## src/rtl/jtkiwi_subbus_if.sv

```systemverilog
// rtl/jtkiwi_subbus_if.sv - Kiwi sub-CPU bus bundle between Z80 wrapper and ROM/RAM/FM/cabinet
interface jtkiwi_subbus_if #(
   parameter int BANKW = 2,
   parameter int NCAB  = 3
);
   logic [15:0]         A;
   logic                mreq_n;
   logic                rfsh_n;
   logic                iorq_n;
   logic                wr_n;
   logic [7:0]          cpu_dout;
   logic                LVBL;
   logic                mshramen;
   logic [7:0]          rom_data;
   logic [7:0]          ram_dout;
   logic [7:0]          fm_dout;
   logic [8*NCAB-1:0]   cab_in;
   logic [13+BANKW:0]   rom_addr;
   logic                rom_cs;
   logic                fm_cs;
   logic                ram_cs;
   logic [7:0]          din;
   logic [BANKW-1:0]    bank;
   logic                mcu_rst;
   logic                int_n;
   logic                dev_busy;
   logic                wdog_rst;

   modport master (
      output A, mreq_n, rfsh_n, iorq_n, wr_n, cpu_dout, LVBL, mshramen,
             rom_data, ram_dout, fm_dout, cab_in,
      input  rom_addr, rom_cs, fm_cs, ram_cs, din, bank, mcu_rst, int_n, dev_busy, wdog_rst
   );

   modport slave (
      input  A, mreq_n, rfsh_n, iorq_n, wr_n, cpu_dout, LVBL, mshramen,
             rom_data, ram_dout, fm_dout, cab_in,
      output rom_addr, rom_cs, fm_cs, ram_cs, din, bank, mcu_rst, int_n, dev_busy, wdog_rst
   );
endinterface

```

## src/rtl/jtkiwi_subbus.sv

```systemverilog
// rtl/jtkiwi_subbus.sv - Kiwi sub-CPU bus decode, ROM banking, IRQ latch; JTKIWI_WDOG_EN adds frame watchdog
module jtkiwi_subbus #(
   parameter int BANKW       = 2,
   parameter int NCAB        = 3,
   parameter int WDOG_FRAMES = 8
) (
   input  logic             clk,
   input  logic             comb_rstn,
   jtkiwi_subbus_if.slave   bus
);
   localparam int AW = 14 + BANKW;

   logic             acc;
   logic             rom_cs_d, bank_cs_d, fm_cs_d, cab_cs_d, ram_cs_d;
   logic             rom_cs_q, bank_cs_q, fm_cs_q, cab_cs_q, ram_cs_q;
   logic [7:0]       cab_byte;
   logic [7:0]       din_d, din_q;
   logic [BANKW-1:0] bank_q;
   logic             mcu_rst_q;
   logic             bank_wr;
   logic             lvbl_q;
   logic             lvbl_fall;
   logic             int_n_d, int_n_q;

   assign acc = ~bus.mreq_n & bus.rfsh_n;

   always_comb begin
      rom_cs_d  = 1'b0;
      bank_cs_d = 1'b0;
      fm_cs_d   = 1'b0;
      cab_cs_d  = 1'b0;
      ram_cs_d  = 1'b0;
      if (acc) begin
         case (bus.A[15:12])
            4'hA:       bank_cs_d = 1'b1;
            4'hB:       fm_cs_d   = 1'b1;
            4'hC:       cab_cs_d  = 1'b1;
            4'hD, 4'hE: ram_cs_d  = 1'b1;
            4'hF:       ;
            default:    rom_cs_d  = 1'b1;
         endcase
      end
   end

   // Cabinet bytes beyond NCAB read as open bus zero
   always_comb begin
      cab_byte = 8'h00;
      for (int k = 0; k < NCAB; k++) begin
         if (bus.A[2:0] == 3'(k)) cab_byte = bus.cab_in[8*k +: 8];
      end
   end

   always_comb begin
      din_d = 8'h00;
      if (rom_cs_q)      din_d = bus.rom_data;
      else if (ram_cs_q) din_d = bus.ram_dout;
      else if (fm_cs_q)  din_d = bus.fm_dout;
      else if (cab_cs_q) din_d = cab_byte;
   end

   assign bank_wr   = bank_cs_q & ~bus.wr_n;
   assign lvbl_fall = lvbl_q & ~bus.LVBL;

   always_comb begin
      int_n_d = int_n_q;
      if (lvbl_fall)        int_n_d = 1'b0;
      else if (!bus.iorq_n) int_n_d = 1'b1;
   end

   always_ff @(posedge clk or negedge comb_rstn) begin
      if (!comb_rstn) begin
         rom_cs_q  <= 1'b0;
         bank_cs_q <= 1'b0;
         fm_cs_q   <= 1'b0;
         cab_cs_q  <= 1'b0;
         ram_cs_q  <= 1'b0;
         din_q     <= 8'h00;
         bank_q    <= '0;
         mcu_rst_q <= 1'b0;
         lvbl_q    <= 1'b1;
         int_n_q   <= 1'b1;
      end else begin
         rom_cs_q  <= rom_cs_d;
         bank_cs_q <= bank_cs_d;
         fm_cs_q   <= fm_cs_d;
         cab_cs_q  <= cab_cs_d;
         ram_cs_q  <= ram_cs_d;
         din_q     <= din_d;
         lvbl_q    <= bus.LVBL;
         int_n_q   <= int_n_d;
         if (bank_wr) begin
            bank_q    <= bus.cpu_dout[BANKW-1:0];
            mcu_rst_q <= bus.cpu_dout[BANKW];
         end
      end
   end

`ifdef JTKIWI_WDOG_EN
   logic [7:0] wdog_cnt_d, wdog_cnt_q;
   logic       wdog_d, wdog_q;

   // A bank write is the software's sign of life and beats a same-clock frame edge
   always_comb begin
      wdog_cnt_d = wdog_cnt_q;
      wdog_d     = 1'b0;
      if (bank_wr) begin
         wdog_cnt_d = 8'd0;
      end else if (lvbl_fall) begin
         if (wdog_cnt_q + 8'd1 == 8'(WDOG_FRAMES)) begin
            wdog_cnt_d = 8'd0;
            wdog_d     = 1'b1;
         end else begin
            wdog_cnt_d = wdog_cnt_q + 8'd1;
         end
      end
   end

   always_ff @(posedge clk or negedge comb_rstn) begin
      if (!comb_rstn) begin
         wdog_cnt_q <= 8'd0;
         wdog_q     <= 1'b0;
      end else begin
         wdog_cnt_q <= wdog_cnt_d;
         wdog_q     <= wdog_d;
      end
   end

   assign bus.wdog_rst = wdog_q;
`else
   assign bus.wdog_rst = 1'b0;
`endif

   // Bank comes from the register output, so a write in flight never affects this cycle
   assign bus.rom_addr = bus.A[15] ? AW'(16'h8000) + AW'({bank_q, bus.A[12:0]})
                                   : AW'(bus.A);

   assign bus.rom_cs   = rom_cs_q;
   assign bus.fm_cs    = fm_cs_q;
   assign bus.ram_cs   = ram_cs_q;
   assign bus.din      = din_q;
   assign bus.bank     = bank_q;
   assign bus.mcu_rst  = mcu_rst_q;
   assign bus.int_n    = int_n_q;
   assign bus.dev_busy = bus.mshramen & ram_cs_q;
endmodule
```

## src/flat_wrapper.sv

```systemverilog
// flat-port wrapper written by rule: the top's interface ports become plain ports
module jtkiwi_subbus_flat 
#(
   parameter int BANKW       = 2,
   parameter int NCAB        = 3,
   parameter int WDOG_FRAMES = 8
)
  (clk, comb_rstn, bus_A, bus_mreq_n, bus_rfsh_n, bus_iorq_n, bus_wr_n, bus_cpu_dout, bus_LVBL, bus_mshramen, bus_rom_data, bus_ram_dout, bus_fm_dout, bus_cab_in, bus_rom_addr, bus_rom_cs, bus_fm_cs, bus_ram_cs, bus_din, bus_bank, bus_mcu_rst, bus_int_n, bus_dev_busy, bus_wdog_rst);
  jtkiwi_subbus_if #(.BANKW(BANKW), .NCAB(NCAB)) bus_i ();
  input  logic clk;
  input  logic comb_rstn;
  input wire logic [$bits(bus_i.A)-1:0] bus_A;
  input wire logic [$bits(bus_i.mreq_n)-1:0] bus_mreq_n;
  input wire logic [$bits(bus_i.rfsh_n)-1:0] bus_rfsh_n;
  input wire logic [$bits(bus_i.iorq_n)-1:0] bus_iorq_n;
  input wire logic [$bits(bus_i.wr_n)-1:0] bus_wr_n;
  input wire logic [$bits(bus_i.cpu_dout)-1:0] bus_cpu_dout;
  input wire logic [$bits(bus_i.LVBL)-1:0] bus_LVBL;
  input wire logic [$bits(bus_i.mshramen)-1:0] bus_mshramen;
  input wire logic [$bits(bus_i.rom_data)-1:0] bus_rom_data;
  input wire logic [$bits(bus_i.ram_dout)-1:0] bus_ram_dout;
  input wire logic [$bits(bus_i.fm_dout)-1:0] bus_fm_dout;
  input wire logic [$bits(bus_i.cab_in)-1:0] bus_cab_in;
  output wire logic [$bits(bus_i.rom_addr)-1:0] bus_rom_addr;
  output wire logic [$bits(bus_i.rom_cs)-1:0] bus_rom_cs;
  output wire logic [$bits(bus_i.fm_cs)-1:0] bus_fm_cs;
  output wire logic [$bits(bus_i.ram_cs)-1:0] bus_ram_cs;
  output wire logic [$bits(bus_i.din)-1:0] bus_din;
  output wire logic [$bits(bus_i.bank)-1:0] bus_bank;
  output wire logic [$bits(bus_i.mcu_rst)-1:0] bus_mcu_rst;
  output wire logic [$bits(bus_i.int_n)-1:0] bus_int_n;
  output wire logic [$bits(bus_i.dev_busy)-1:0] bus_dev_busy;
  output wire logic [$bits(bus_i.wdog_rst)-1:0] bus_wdog_rst;
  assign bus_i.A = bus_A;
  assign bus_i.mreq_n = bus_mreq_n;
  assign bus_i.rfsh_n = bus_rfsh_n;
  assign bus_i.iorq_n = bus_iorq_n;
  assign bus_i.wr_n = bus_wr_n;
  assign bus_i.cpu_dout = bus_cpu_dout;
  assign bus_i.LVBL = bus_LVBL;
  assign bus_i.mshramen = bus_mshramen;
  assign bus_i.rom_data = bus_rom_data;
  assign bus_i.ram_dout = bus_ram_dout;
  assign bus_i.fm_dout = bus_fm_dout;
  assign bus_i.cab_in = bus_cab_in;
  assign bus_rom_addr = bus_i.rom_addr;
  assign bus_rom_cs = bus_i.rom_cs;
  assign bus_fm_cs = bus_i.fm_cs;
  assign bus_ram_cs = bus_i.ram_cs;
  assign bus_din = bus_i.din;
  assign bus_bank = bus_i.bank;
  assign bus_mcu_rst = bus_i.mcu_rst;
  assign bus_int_n = bus_i.int_n;
  assign bus_dev_busy = bus_i.dev_busy;
  assign bus_wdog_rst = bus_i.wdog_rst;
  jtkiwi_subbus #(.BANKW(BANKW), .NCAB(NCAB), .WDOG_FRAMES(WDOG_FRAMES)) u_core (.clk(clk), .comb_rstn(comb_rstn), .bus(bus_i));
endmodule
```

## config.mk

```make
export PLATFORM = sky130hd
export DESIGN_NAME = jtkiwi_subbus_flat
export DESIGN_NICKNAME = d
export VERILOG_FILES = /design/src/rtl/jtkiwi_subbus_if.sv /design/src/rtl/jtkiwi_subbus.sv /design/src/flat_wrapper.sv
export SDC_FILE = /design/constraint.sdc
export NUM_CORES = 1
export LEC_CHECK = 0
export BUFFER_PORTS_ARGS = -buffer_cell sky130_fd_sc_hd__buf_2
export CAP_MARGIN = 20
export CORE_ASPECT_RATIO = 0.5
export CORE_MARGIN = 10
export CORE_UTILIZATION = 34
export CTS_BUF_LIST = sky130_fd_sc_hd__clkbuf_4
export DETAILED_ROUTE_END_ITERATION = 12
export PLACE_DENSITY = 0.85
export SYNTH_ARGS = -nofsm -noshare
export SYNTH_HDL_FRONTEND = slang
export SYNTH_SLANG_ARGS = --single-unit
```

## constraint.sdc

```tcl
create_clock -name clk -period 1 [get_ports clk]
set_input_delay 0.25 -clock clk [delete_from_list [all_inputs] [get_ports clk]]
set_output_delay 0.25 -clock clk [all_outputs]
set_load 0.05 [all_outputs]
```

==> metrics.json <==
{
  "status": {
    "status": "finished with violations",
    "failing_checks": "setup timing"
  },
  "synthesis": {
    "synthDominantCellAreaShare_pct": 34.5,
    "synth.top_cells.by_area": "sky130_fd_sc_hd__dfrtp_1, sky130_fd_sc_hd__a21oi_1, sky130_fd_sc_hd__buf_4",
    "synth.distinct_cells": 26,
    "synth_compound_area_share_pct": 20.2,
    "synth-xor-area-share_pct": 0.755,
    "netlist.top_cell.by_area": "sky130_fd_sc_hd__dfrtp_1",
    "synth_top_family_by_area": "compound AO/OA/AOI/OAI gates",
    "post_synth.cell_area_avg_um2": 8.40,
    "synth_adder_area_share_pct": 0,
    "synth_seq_cells": 18,
    "yosys.area_share.simple_pct": 16.8,
    "postSynthNetCount": 218,
    "syn_inst": 138,
    "synth.cell_area_um2": 1160,
    "synthesis.yosys.warnings": 0,
    "proportion_of_synthesized_chip_area_in_sequential_cells_pct": 39.1,
    "post_synthesis_mux_area_share_pct": 4.85
  },
  "cts": {
    "clock_tree.root_cell": "sky130_fd_sc_hd__clkbuf_4",
    "clk_transition_reported_paths_ps": 100,
    "insertion_delay_ps": 300,
    "cts_tree": "done",
    "cts-root-to-sink-buffers": 2,
    "cts_num_sinks": 18,
    "deepest_level_of_the_cts_h_tree": 1,
    "tritoncts.num_buffers": 3
  },
  "sta": {
    "clock_tree_skew_after_final_layout_ps": 7.30,
    "finalWorstSetupSlack_ps": -387,
    "grt_setup_unrepaired": "yes",
    "final.period_utilization_pct": 139,
    "maxSlewViolCount": 0,
    "final_hold_viol_count": 0,
    "fin_hold_ws_ps": 64.5,
    "final_period_minus_worst_setup_slack_ps": 1390,
    "timing_limited_maximum_frequency_mhz": 721,
    "finalSetupViolations": 27
  },
  "floorplan": {
    "floorplan.initialDensity_pct": 37.0,
    "design.die.area_um2": 6290,
    "rows": 14,
    "core_um2": 3140,
    "die_height_um": 61.3,
    "ioPinCount": 113,
    "die_x_um": 103
  },
  "layout": {
    "fin_area_um2": 1920,
    "number_of_filler_cells_placed_in_the_layout": 254,
    "post_route_cells_drive_above_1_share_pct": 61.4,
    "layout.nets": 309,
    "most-common-layout-cells": "sky130_fd_sc_hd__buf_2, sky130_fd_sc_hd__buf_6, sky130_fd_sc_hd__buf_4",
    "layout.cells.most_common": "sky130_fd_sc_hd__buf_2",
    "area_growth_pct": 65.5,
    "antenna_cells_inserted": 0,
    "postLayoutCoreUtil_pct": 61.2
  },
  "drt": {
    "route.detailed.wl_per_inst_um": 17.5,
    "first_iter_violations": 51,
    "detail_route.vias_per_cell": 4.90,
    "drt-total-wl_um": 4690,
    "drt_pre_antenna_iters": 4,
    "detail-route-antenna-nets": 0,
    "routed-via-count": 1313,
    "post-route-drc-count": 0
  },
  "grt": {
    "antenna_found_initial": 0,
    "grt_util_all_layers_pct": 13.7,
    "grt_pass1_vias": 1380,
    "largest_net_degree_at_the_start_of_global_routing": 23,
    "grt_first_pass_wirelength_um": 6780,
    "overflow": 0
  },
  "placement": {
    "buffer_ports.inserted": 88,
    "gp_congestion": 0.841,
    "detail_placement_hpwl_um": 3450,
    "dpl-instance-area_um2": 1580,
    "pre_cts_ws_ps": -173
  },
  "critical_path": {
    "worstSetupEndpointType": "primary output",
    "critical-path-max-stage-delay_ps": 430,
    "critical_path.cell_chain": "mux2_4, buf_6",
    "crit_arrival_ps": 1140,
    "timing.critical_path.slowest_stage_cell": "sky130_fd_sc_hd__dfrtp_2",
    "critical_path.startpoint_type": "register",
    "cp_max_fo": 2,
    "cp_data_required_time_ps": 750,
    "crit_type": "reg2out"
  },
  "pwr": {
    "power.ir.vdd_worst_uv": 384,
    "post_route_total_power_mw": 2.04,
    "static-leakage-power_nw": 0.978,
    "power_density_nw_per_um2": 1060
  },
  "run": {
    "drv_cap": 0
  },
  "hold_path": {
    "min_path_type": "in2reg"
  }
}
-- state kept, by name, summed over array words and instances, names as in the netlist --
register and count:
u_core.bus.int_n 1, u_core.bank_cs_q 1, u_core.bus.rom_cs 1, u_core.bus.ram_cs 1
u_core.cab_cs_q 1, u_core.bus.fm_cs 1, u_core.bus.bank 2, u_core.bus.din 8
u_core.lvbl_q 1, u_core.bus.mcu_rst 1
-- synthesized netlist by cell type --
cell type	instances
sky130_fd_sc_hd__o22ai_1	7
sky130_fd_sc_hd__clkbuf_1	1
sky130_fd_sc_hd__buf_4	17
sky130_fd_sc_hd__dfstp_2	2
sky130_fd_sc_hd__a21oi_1	26
sky130_fd_sc_hd__inv_1	12
sky130_fd_sc_hd__and2_1	1
sky130_fd_sc_hd__xnor2_1	1
sky130_fd_sc_hd__nor2b_1	1
sky130_fd_sc_hd__dfrtp_1	16
sky130_fd_sc_hd__nand2_1	2
sky130_fd_sc_hd__mux2_2	5
sky130_fd_sc_hd__and4b_1	1
sky130_fd_sc_hd__o211ai_1	1
sky130_fd_sc_hd__o21ai_0	9
sky130_fd_sc_hd__nor2_1	10
sky130_fd_sc_hd__nor3b_4	1
sky130_fd_sc_hd__buf_2	2
sky130_fd_sc_hd__conb_1	1
sky130_fd_sc_hd__nor4bb_1	1
sky130_fd_sc_hd__nor3_1	8
sky130_fd_sc_hd__nand3_1	7
sky130_fd_sc_hd__a22oi_1	1
sky130_fd_sc_hd__or2_2	1
sky130_fd_sc_hd__and3b_1	2
sky130_fd_sc_hd__buf_6	2
-- critical path, delay by kind of cell, from the launching register on --
kind | cells | cell delay [ps]
buffers and inverters | 1 | 150
DFF | 1 | 430
muxes | 1 | 260
-- cell type report --
class	instances	area [µm²]	area share, %
multi-input combinational	86	584	30.4
sequential	18	459	23.9
clock inverter	1	3.75	0.196
timing repair buffer	108	754	39.3
tap	40	50.0	2.61
inverter	12	45.0	2.35
clock buffer	3	22.5	1.17
-- kinds of logic after synthesis --
| logic type | after synthesis |
|---|---|
| AO/OA/AOI/OAI | 44 |
| XOR/XNOR | 1 |
| buffers and inverters | 34 |
| flip-flops | 18 |
| multiplexers | 5 |
| other | 1 |
| AND/OR/NAND/NOR | 35 |
-- report_power, final --
part	total [mW]	internal (mW)	leakage [nW]	switching, mW
Combinational	0.846	0.364	0.735	0.482
Sequential	0.812	0.782	0.228	0.0297
Clock	0.385	0.146	0.0154	0.240
Total	2.04	1.29	0.978	0.752
-- worst paths after layout --
path | start | endpoint | slack, ps | depth (start not counted)
max | u_core.bus.bank[1]$_DFFE_PN0P_ | bus_rom_addr[14] | -390 | 2
max reg2reg | u_core.bus.ram_cs$_DFF_PN0_ | u_core.bus.din[3]$_DFF_PN0_ | -240 | 4
min in group asynchronous | comb_rstn | u_core.bus.din[5]$_DFF_PN0_ | 390 | 2
max in group asynchronous | comb_rstn | u_core.lvbl_q$_DFF_PN1_ | 280 | 2
min | bus_LVBL | u_core.lvbl_q$_DFF_PN1_ | 60 | 1
min reg2reg | u_core.bus.int_n$_DFFE_PN1P_ | u_core.bus.int_n$_DFFE_PN1P_ | 500 | 2
-- metal layers --
| layer | track usage, % | wire length, µm |
|---|---|---|
| met5 | 0 | 0 |
| met2 | 27.6 | 2690 |
| met3 | 3.91 | 324 |
| met1 | 14.0 | 1630 |
| met4 | 3.19 | 51 |
-- through the flow --
step                instances  TNS, ps
global route              268    -5950
global placement          254    -1320
floorplan                 138    -2430
detailed placement        254    -1860
finish                    268    -5180
CTS                       266    -4420
-- timing repair --
action | CTS | global route
cloned | 0 | 0
resized for setup | 59 | 10
buffers inserted | 7 | 2
endpoints found under the hold margin | 16 | 0
setup endpoints to repair | 31 | 28
hold buffers | 1 | 0
pin swaps | 4 | 2
(Power assumes the default switching activity.)
